**src/rtl/imem_loader_pkg.sv**
```systemverilog
// Shared definitions for the instruction-memory loader: FSM state encodings,
// byte-lane geometry and the word-to-byte-address helper.
package imem_loader_pkg;

    typedef enum logic [1:0] {
        ST_IDLE  = 2'd0,
        ST_LOAD  = 2'd1,
        ST_CHECK = 2'd2,
        ST_RUN   = 2'd3
    } state_t;

    localparam int LANES     = 4;
    localparam int LANE_BITS = 2;

    function automatic logic [31:0] word_byte_addr(input logic [31:0] base,
                                                   input logic [31:0] idx);
        return base + (idx << 2);
    endfunction

endpackage

```
**src/rtl/imem_loader_if.sv**
```systemverilog
// Host stream / IMem write / CPU control bundle of the loader.
// The host side uses the master modport, the loader the slave modport.
interface imem_loader_if #(
    parameter int ADDR_WIDTH = 8
);
    logic                  Start;
    logic [ADDR_WIDTH:0]   WordCount;
    logic [7:0]            ByteIn;
    logic                  ByteValid;
    logic                  ByteReady;
    logic                  MemWrite;
    logic [31:0]           MemAddr;
    logic [31:0]           MemData;
    logic                  CPUReset;
    logic                  Busy;
    logic                  Done;
    logic                  Error;

    modport master (
        output Start, WordCount, ByteIn, ByteValid,
        input  ByteReady, MemWrite, MemAddr, MemData, CPUReset, Busy, Done, Error
    );

    modport slave (
        input  Start, WordCount, ByteIn, ByteValid,
        output ByteReady, MemWrite, MemAddr, MemData, CPUReset, Busy, Done, Error
    );
endinterface

```
**src/rtl/imem_loader_byte_packer.sv**
```systemverilog
// 8->32 little-endian packer: byte k of a word lands in bits [8k+7:8k].
// word_valid_o pulses combinationally on the accept of the fourth byte.
module imem_loader_byte_packer
    import imem_loader_pkg::*;
(
    input  logic        clk,
    input  logic        srst,
    input  logic        clear_i,
    input  logic        accept_i,
    input  logic [7:0]  byte_i,
    output logic        word_valid_o,
    output logic [31:0] word_o
);
    logic [LANE_BITS-1:0]   lane_q;
    logic [8*(LANES-1)-1:0] held_bytes;

    always_ff @(posedge clk) begin
        if (srst || clear_i) begin
            lane_q <= '0;
        end else if (accept_i) begin
            lane_q <= lane_q + LANE_BITS'(1);
        end
    end

    // Only the lower three lanes are held; the top byte is taken straight
    // from the stream so the word is complete on the same edge.
    generate
        for (genvar gi = 0; gi < LANES - 1; gi++) begin : g_lane
            logic [7:0] byte_q;
            always_ff @(posedge clk) begin
                if (srst || clear_i) begin
                    byte_q <= '0;
                end else if (accept_i && (lane_q == LANE_BITS'(gi))) begin
                    byte_q <= byte_i;
                end
            end
            assign held_bytes[8*gi +: 8] = byte_q;
        end
    endgenerate

    assign word_valid_o = accept_i && (lane_q == LANE_BITS'(LANES - 1));
    assign word_o       = {byte_i, held_bytes};

endmodule

```
**src/rtl/imem_loader.sv**
```systemverilog
// Program loader: packs a byte stream into IMem words and holds the CPU in
// reset until the image is in. Define LOADER_CHECKSUM_EN for a trailing checksum word.
module imem_loader
    import imem_loader_pkg::*;
#(
    parameter int          ADDR_WIDTH = 8,
    parameter logic [31:0] BASE_ADDR  = 32'h0
)
(
    input  logic Clk,
    input  logic Reset,
    imem_loader_if.slave bus
);
    localparam logic [ADDR_WIDTH:0] MAX_WORDS = (ADDR_WIDTH+1)'(1) << ADDR_WIDTH;
    localparam logic [ADDR_WIDTH:0] ONE_CNT   = (ADDR_WIDTH+1)'(1);

    state_t                state_q, state_d;
    logic [ADDR_WIDTH:0]   word_count_q, word_count_d;
    logic [ADDR_WIDTH-1:0] word_idx_q, word_idx_d;
    logic                  last_q, last_d;
    logic                  mem_write_q, mem_write_d;
    logic [31:0]           mem_addr_q, mem_addr_d;
    logic [31:0]           mem_data_q, mem_data_d;
    logic                  error_q, error_d;
`ifdef LOADER_CHECKSUM_EN
    logic [31:0]           sum_q, sum_d;
`endif

    logic        byte_ready;
    logic        accept;
    logic        word_valid;
    logic [31:0] packed_word;
    logic        packer_clear;
    logic        final_write;
    logic        count_ok;

    imem_loader_byte_packer u_packer (
        .clk          (Clk),
        .srst         (Reset),
        .clear_i      (packer_clear),
        .accept_i     (accept),
        .byte_i       (bus.ByteIn),
        .word_valid_o (word_valid),
        .word_o       (packed_word)
    );

    // The last word's write cycle closes the stream so no stray byte is taken.
    assign final_write = mem_write_q && last_q;
    assign byte_ready  = ((state_q == ST_LOAD) && !final_write) || (state_q == ST_CHECK);
    assign accept      = bus.ByteValid && byte_ready;
    assign count_ok    = (bus.WordCount != '0) && (bus.WordCount <= MAX_WORDS);

    always_ff @(posedge Clk) begin
        if (Reset) begin
            state_q      <= ST_IDLE;
            word_count_q <= '0;
            word_idx_q   <= '0;
            last_q       <= 1'b0;
            mem_write_q  <= 1'b0;
            mem_addr_q   <= '0;
            mem_data_q   <= '0;
            error_q      <= 1'b0;
`ifdef LOADER_CHECKSUM_EN
            sum_q        <= '0;
`endif
        end else begin
            state_q      <= state_d;
            word_count_q <= word_count_d;
            word_idx_q   <= word_idx_d;
            last_q       <= last_d;
            mem_write_q  <= mem_write_d;
            mem_addr_q   <= mem_addr_d;
            mem_data_q   <= mem_data_d;
            error_q      <= error_d;
`ifdef LOADER_CHECKSUM_EN
            sum_q        <= sum_d;
`endif
        end
    end

    always_comb begin
        state_d      = state_q;
        word_count_d = word_count_q;
        word_idx_d   = word_idx_q;
        last_d       = last_q;
        mem_write_d  = 1'b0;
        mem_addr_d   = mem_addr_q;
        mem_data_d   = mem_data_q;
        error_d      = error_q;
        packer_clear = 1'b0;
`ifdef LOADER_CHECKSUM_EN
        sum_d        = sum_q;
`endif
        case (state_q)
            ST_IDLE, ST_RUN: begin
                if (bus.Start) begin
                    if (count_ok) begin
                        state_d      = ST_LOAD;
                        word_count_d = bus.WordCount;
                        word_idx_d   = '0;
                        last_d       = 1'b0;
                        error_d      = 1'b0;
                        packer_clear = 1'b1;
`ifdef LOADER_CHECKSUM_EN
                        sum_d        = '0;
`endif
                    end else begin
                        error_d = 1'b1;
                    end
                end
            end
            ST_LOAD: begin
                if (word_valid) begin
                    mem_write_d = 1'b1;
                    mem_addr_d  = word_byte_addr(BASE_ADDR, 32'(word_idx_q));
                    mem_data_d  = packed_word;
                    last_d      = ({1'b0, word_idx_q} == (word_count_q - ONE_CNT));
                    if (!last_d) begin
                        word_idx_d = word_idx_q + ADDR_WIDTH'(1);
                    end
                end
`ifdef LOADER_CHECKSUM_EN
                if (mem_write_q) begin
                    sum_d = sum_q + mem_data_q;
                end
                if (final_write) begin
                    state_d = ST_CHECK;
                end
`else
                if (final_write) begin
                    state_d = ST_RUN;
                end
`endif
            end
`ifdef LOADER_CHECKSUM_EN
            ST_CHECK: begin
                if (word_valid) begin
                    if (packed_word == sum_q) begin
                        state_d = ST_RUN;
                    end else begin
                        state_d = ST_IDLE;
                        error_d = 1'b1;
                    end
                end
            end
`endif
            default: state_d = ST_IDLE;
        endcase
    end

    assign bus.ByteReady = byte_ready;
    assign bus.MemWrite  = mem_write_q;
    assign bus.MemAddr   = mem_addr_q;
    assign bus.MemData   = mem_data_q;
    assign bus.CPUReset  = (state_q != ST_RUN);
    assign bus.Busy      = (state_q == ST_LOAD) || (state_q == ST_CHECK);
    assign bus.Done      = (state_q == ST_RUN);
    assign bus.Error     = error_q;

endmodule

```
**src/flat_wrapper.sv**
```systemverilog
// flat-port wrapper written by rule: the top's interface ports become plain ports
module imem_loader_flat import imem_loader_pkg::*;
#(
    parameter int          ADDR_WIDTH = 8,
    parameter logic [31:0] BASE_ADDR  = 32'h0
)
  (Clk, Reset, bus_Start, bus_WordCount, bus_ByteIn, bus_ByteValid, bus_ByteReady, bus_MemWrite, bus_MemAddr, bus_MemData, bus_CPUReset, bus_Busy, bus_Done, bus_Error);
  imem_loader_if #(.ADDR_WIDTH(ADDR_WIDTH)) bus_i ();
  input  logic Clk;
  input  logic Reset;
  input wire logic [$bits(bus_i.Start)-1:0] bus_Start;
  input wire logic [$bits(bus_i.WordCount)-1:0] bus_WordCount;
  input wire logic [$bits(bus_i.ByteIn)-1:0] bus_ByteIn;
  input wire logic [$bits(bus_i.ByteValid)-1:0] bus_ByteValid;
  output wire logic [$bits(bus_i.ByteReady)-1:0] bus_ByteReady;
  output wire logic [$bits(bus_i.MemWrite)-1:0] bus_MemWrite;
  output wire logic [$bits(bus_i.MemAddr)-1:0] bus_MemAddr;
  output wire logic [$bits(bus_i.MemData)-1:0] bus_MemData;
  output wire logic [$bits(bus_i.CPUReset)-1:0] bus_CPUReset;
  output wire logic [$bits(bus_i.Busy)-1:0] bus_Busy;
  output wire logic [$bits(bus_i.Done)-1:0] bus_Done;
  output wire logic [$bits(bus_i.Error)-1:0] bus_Error;
  assign bus_i.Start = bus_Start;
  assign bus_i.WordCount = bus_WordCount;
  assign bus_i.ByteIn = bus_ByteIn;
  assign bus_i.ByteValid = bus_ByteValid;
  assign bus_ByteReady = bus_i.ByteReady;
  assign bus_MemWrite = bus_i.MemWrite;
  assign bus_MemAddr = bus_i.MemAddr;
  assign bus_MemData = bus_i.MemData;
  assign bus_CPUReset = bus_i.CPUReset;
  assign bus_Busy = bus_i.Busy;
  assign bus_Done = bus_i.Done;
  assign bus_Error = bus_i.Error;
  imem_loader #(.ADDR_WIDTH(ADDR_WIDTH), .BASE_ADDR(BASE_ADDR)) u_core (.Clk(Clk), .Reset(Reset), .bus(bus_i));
endmodule
```
**config.mk**
```make
export PLATFORM = sky130hd
export DESIGN_NAME = imem_loader_flat
export DESIGN_NICKNAME = d
export VERILOG_FILES = /design/src/rtl/imem_loader_pkg.sv /design/src/rtl/imem_loader_if.sv /design/src/rtl/imem_loader_byte_packer.sv /design/src/rtl/imem_loader.sv /design/src/flat_wrapper.sv
export SDC_FILE = /design/constraint.sdc
export NUM_CORES = 1
export LEC_CHECK = 0
export ABC_AREA = 1
export CAP_MARGIN = 10
export CORE_UTILIZATION = 55
export DETAILED_ROUTE_END_ITERATION = 10
export GPL_TIMING_DRIVEN = 0
export PLACE_DENSITY = 0.89
export SLEW_MARGIN = 20
export SYNTH_ARGS = -nofsm -noshare
export SYNTH_HDL_FRONTEND = slang
export SYNTH_HIERARCHICAL = 1
export SYNTH_SLANG_ARGS = --single-unit
```
**constraint.sdc**
```tcl
create_clock -name Clk -period 6 [get_ports Clk]
set_input_delay 1.5 -clock Clk [delete_from_list [all_inputs] [get_ports Clk]]
set_output_delay 1.5 -clock Clk [all_outputs]
set_load 0.02 [all_outputs]
```
==> impl_metrics.ini, run 1 <==
[run_status]
status = completed

[logic_synthesis]
ys_warn_count = 6
synth_top_cell_area_share_pct = 41.5
synth_cell_type_count = 33
syn_inst = 595
syn_area_per_cell_sq_um = 7.13
synth-seq-area-share_pct = 41.5
yosys_register_bits = 88
synth_area_sq_um = 4240
synthTopCellsByArea = dfxtp_1 42%, nor2_1 14%, nand2_1 8.6%, o21ai_0 6.1%, buf_4 5.7%
yosys.area.top_type = dfxtp_1

[global_route]
grt_max_degree = 18
grt_pass1_wl_microns = 17100
grt-ovfl-total = 0
antenna_found_initial = 0
grt_usage_pct = 26.2
grt_pass1_vias = 3844

[drt]
post_drt_wl_per_cell_microns = 12.6
drc_errors = 0
wl_microns = 10100
drtPass1Iterations = 5
vias_per_cell = 4.97
drtIter0Drc = 248
via_count = 3973
postRouteAntennaNets = 0

[final_layout]
stdcell_count = 799
fillCellCount = 605
syn_to_final_growth_pct = 25.1
layout_commonest_cell = nor2_1
final_cell_mix = 154 x nor2_1, 97 x nand2_1, 88 x dfxtp_1
fin_nets = 726
antenna_cells = 0
drive_above_1_share_pct = 11.3

[critical_path]
cp.arrival_ns = 1.98
r2r_slack_ns = 3.14
start_kind = flop
endpoint = bus_ByteReady
r2r_cells = 12
worstSetupEndpointType = primary output
critical_path_class = flop to primary output
critPathLaunch = u_core/state_q[1]
r2r-end = u_core/bus.MemAddr[8]
reg2reg_from = u_core/state_q[1]
worst_ep_required_time_ns = 4.50
crit_fanout = 7

[placement]
port_buffers = 66
globalplace.congestion = 0.866
dp_hpwl_microns = 7510
placed_cells = 783

[timing]
setup_tns_ns = 0
rsz0062_at_grt = false
setup_violations = 0
max_slew_margin_pct = 64.8
period_needed_ns = 3.48
whs_ns = 0.490
finalClockSkew_ns = 0.0119
timing.final.crit_share_pct = 58.1
fmax_mhz = 287
hold_violations = 0
slew_viol_final = 0
tightest_slew_ns = 0.529

[floorplan]
die_area_sq_um = 8070
fp-row-count = 31
io-pin-count = 91
die_w_microns = 89.8
initial_core_util_pct = 57.6
die_h_microns = 89.8
core_area_sq_um = 7370

[power]
p_leak_nw = 2.37
peakVddDrop_uv = 174
powerDensity_nw_per_um2 = 332

[clocking]
cts_buffers = 9
cts_root_buf = clkbuf_8
cts_buffer_depth = 2
cts_tree = done
insertion_delay_ns = 0.36
clkSinkCount = 88
htreeDepth = 3
cts_resized = 0
holdBufCountCts = 0
cts_setup_buffers = 0
clk_pin_slew_ns = 0.10

[worst_hold_path]
hold_path.class = flop to flop

[flow_run]
maxCapViolations = 0
synthesized netlist by cell type:
library cell and count:
o21ai_1 2, buf_4 32, nand2_2 6, nand4_1 9, clkinv_1 1, conb_1 1
clkbuf_1 13, buf_2 3, nor3_1 1, xnor2_1 3, nand2_1 97, xor2_1 5
ha_1 10, buf_6 6, a211oi_1 2, nor2_1 154, a31oi_1 1, o21ai_0 52
a21boi_0 1, nand3_1 8, inv_2 2, or2_2 1, a21oi_2 1, nor3b_1 2
inv_1 56, dfxtp_1 88, nand3_4 2, a21oi_1 24, o211ai_1 1, nor2_2 6
nand2_8 3, a21boi_1 1, nor2_4 1
registers in the layout, indices dropped and copies added, names as in the netlist:
| register | cells |
|---|---|
| u_core/bus.Error | 1 |
| u_core/bus.MemAddr | 8 |
| u_core/bus.MemData | 32 |
| u_core/bus.MemWrite | 1 |
| u_core/last_q | 1 |
| u_core/state_q | 2 |
| u_core/u_packer/g_lane.byte_q | 24 |
| u_core/u_packer/lane_q | 2 |
| u_core/word_count_q | 9 |
| u_core/word_idx_q | 8 |
worst min-delay path by stage:
stage	start	to	slack, ns	depth (start not counted)
4_1_cts	u_core/word_idx_q[3]	u_core/word_idx_q[3]	0.49	2
3_3_place_gp	u_core/bus.MemData[8]	u_core/bus.MemData[8]	0.47	2
5_1_grt	u_core/bus.MemData[11]	u_core/bus.MemData[11]	0.51	2
3_5_place_dp	u_core/bus.MemData[12]	u_core/bus.MemData[12]	0.47	2
6_report	u_core/word_idx_q[3]	u_core/word_idx_q[3]	0.49	2
2_1_floorplan	u_core/word_count_q[7]	u_core/word_count_q[7]	0.45	2
power by group:
group          internal [mW]  leakage [nW]  switching, mW
Clock                  0.174         0.102          0.231
Combinational          0.237          1.55          0.418
Sequential             0.646         0.712         0.0558
per-layer routing:
metal	GRT usage [%]	vias to the layer above	wire length (microns)
met1	29.6	1822	4130
met3	6.26	12	690
met5	0	-	0
met2	47.4	148	5140
met4	9.70	0	131
li1	-	1991	-
critical path: stages, from the launching register on:
cell             delay [ns]
dfxtp_1                0.37
inv_1                  0.09
ha_1                   0.34
nand2_1                0.15
nand2_1                0.08
clkdlybuf4s50_1        0.59
logic make-up (layout without fill, tap and decap cells):
group,after synthesis,count (layout),synth area share (%)
adder cells (fa/ha/maj),10,10,2.95
AO/OA/AOI/OAI,85,85,10.4
XOR/XNOR,8,8,1.65
buffers and inverters,113,195,14.0
flip-flops,88,88,41.5
AND/OR/NAND/NOR,290,290,29.4
other,1,24,0.0884
cell type report:
type	count	area (sq um)	area share [%]
buffer	54	372	7.00
timing repair buffer	66	661	12.4
inverter	59	221	4.17
clock inverter	6	57.6	1.08
multi-input combinational	417	1970	37.2
tap	99	124	2.33
clock buffer	10	138	2.59
sequential	88	1760	33.2
metrics by stage:
step / worst slack [ns] / power [mW] / area (sq um) / utilization [%]
finish: 2.52 / 1.76 / 5310 / 72.0
global route: 2.31 / 1.88 / 5310 / 72.0
CTS: 2.53 / 1.76 / 5310 / 72.0
detailed placement: 2.19 / 1.36 / 5110 / 69.4
global placement: 2.22 / 1.33 / 5110 / 69.4
floorplan: 3.12 / 1.19 / 4330 / -
Power figures use the tool's default switching activity.
==> run 2: changes to the inputs <==
- CORE_UTILIZATION: 55 -> 51
- PLACE_DENSITY: 0.89 -> 0.84
- clock period: 6 -> 3.5 ns (I/O delays scaled with it)
==> run 2 against run 1 <==
- global-route usage decreased by 1.6 points
- non-clock buffer count unchanged
- clock power increased by 110%
- final cell count increased by 0.38%
- core utilization decreased by 4.0 points
- routed wire length increased by 1.1%
- combinational power increased by 69%
- flip-flop and latch count unchanged
- die area increased by 7.7%
- sequential share of layout area decreased by 0.36 points
- critical path type unchanged
- critical endpoint unchanged
- largest cell class unchanged
- highest routed layer unchanged
==> impl_metrics.ini, run 2 (same netlist as run 1, synthesis figures left out) <==
[critical_path]
worst_ep_required_time_ns = 2.62
critical_path_class = flop to primary output
cp.arrival_ns = 1.94
crit_fanout = 7
start_kind = flop
worstSetupEndpointType = primary output

[clocking]
clk_pin_slew_ns = 0.09
cts_tree = done
cts_buffers = 9
clkSinkCount = 88
htreeDepth = 3
cts_resized = 0
insertion_delay_ns = 0.36
holdBufCountCts = 0
cts_setup_buffers = 0
cts_buffer_depth = 2
cts_root_buf = clkbuf_8

[drt]
drc_errors = 0
post_drt_wl_per_cell_microns = 12.7
vias_per_cell = 4.81
drtIter0Drc = 177
postRouteAntennaNets = 0
drtPass1Iterations = 5
wl_microns = 10200
via_count = 3860

[global_route]
antenna_found_initial = 0
grt_max_degree = 17
grt-ovfl-total = 0
grt_usage_pct = 24.6
grt_pass1_vias = 3587
grt_pass1_wl_microns = 16600

[final_layout]
syn_to_final_growth_pct = 26.5
largest_reg_flops = 32
antenna_cells = 0
fillCellCount = 658
fin_nets = 726
drive_above_1_share_pct = 11.3
final_cell_mix = 154 x nor2_1, 97 x nand2_1, 88 x dfxtp_1
layout_commonest_cell = nor2_1

[timing]
slew_viol_final = 0
setup_tns_ns = 0
fmax_mhz = 355
rsz0062_at_grt = false
timing.final.crit_share_pct = 80.4
tightest_slew_ns = 0.518
period_needed_ns = 2.81
hold_violations = 0
setup_violations = 0
finalClockSkew_ns = 0.0100
max_slew_margin_pct = 65.5

[power]
power_mw = 3.17
peakVddDrop_uv = 290
p_leak_nw = 2.39
powerDensity_nw_per_um2 = 590

[floorplan]
die_area_sq_um = 8690
io-pin-count = 91
initial_core_util_pct = 53.8
fp-row-count = 32
die_h_microns = 93.2
die_w_microns = 93.2
core_area_sq_um = 7890

[worst_hold_path]
hold_path.class = flop to flop

[run_status]
status = completed

[placement]
dp_hpwl_microns = 7490
port_buffers = 66
globalplace.congestion = 0.873

[flow_run]
maxCapViolations = 0
-- run 2: worst max-delay path, stage by stage (launching register included) --
cell and delay, ns:
dfxtp_1 0.35, inv_1 0.09, ha_1 0.32, nand2_1 0.15
nand2_1 0.07, clkdlybuf4s50_1 0.60
-- run 2: metal layers --
| layer | track usage (%) | part of all wire (%) | vias to the layer above |
|---|---|---|---|
| met1 | 28.7 | 42 | 1738 |
| met5 | 0 | 0 | - |
| met2 | 45.6 | 51 | 117 |
| met3 | 4.72 | 5.8 | 11 |
| li1 | - | - | 1994 |
| met4 | 6.67 | 1.1 | 0 |
-- run 2: cell type report --
type | instances | area (sq um) | area share [%]
Multi-Input combinational cell | 417 | 1970 | 36.8
Timing Repair Buffer | 66 | 661 | 12.3
Clock inverter | 7 | 126 | 2.35
Tap cell | 102 | 128 | 2.38
Clock buffer | 9 | 124 | 2.31
Inverter | 59 | 221 | 4.13
Buffer | 54 | 372 | 6.92
Sequential cell | 88 | 1760 | 32.8
-- run 2: power breakdown --
| group | leakage (nW) | internal, mW | switching [mW] |
|---|---|---|---|
| Sequential | 0.712 | 1.11 | 0.0904 |
| Clock | 0.122 | 0.484 | 0.379 |
| Combinational | 1.55 | 0.406 | 0.700 |
| Total | 2.39 | 2.00 | 1.17 |
-- run 2: path summary, 6_finish.rpt --
| path | start | endpoint | slack, ns | cells past startpoint |
|---|---|---|---|---|
| worst min-delay path | u_core/bus.MemData[22] | u_core/bus.MemData[22] | 0.49 | 2 |
| worst max register to register | u_core/state_q[1] | u_core/bus.MemAddr[8] | 0.75 | 12 |
| worst min register to register | u_core/bus.MemData[22] | u_core/bus.MemData[22] | 0.49 | 2 |
| worst max-delay path | u_core/state_q[1] | bus_ByteReady | 0.69 | 5 |
-- run 2: stage by stage --
stage	area (sq um)	worst slack [ns]	instances	hold WS (ns)	utilization (%)
5_1_grt	5370	0.471	802	0.514	68.1
2_1_floorplan	4330	1.25	618	0.454	-
3_3_place_gp	5120	0.339	786	0.469	64.9
6_report	5370	0.687	802	0.486	68.1
3_5_place_dp	5120	0.299	786	0.469	64.9
4_1_cts	5370	0.679	802	0.490	68.1
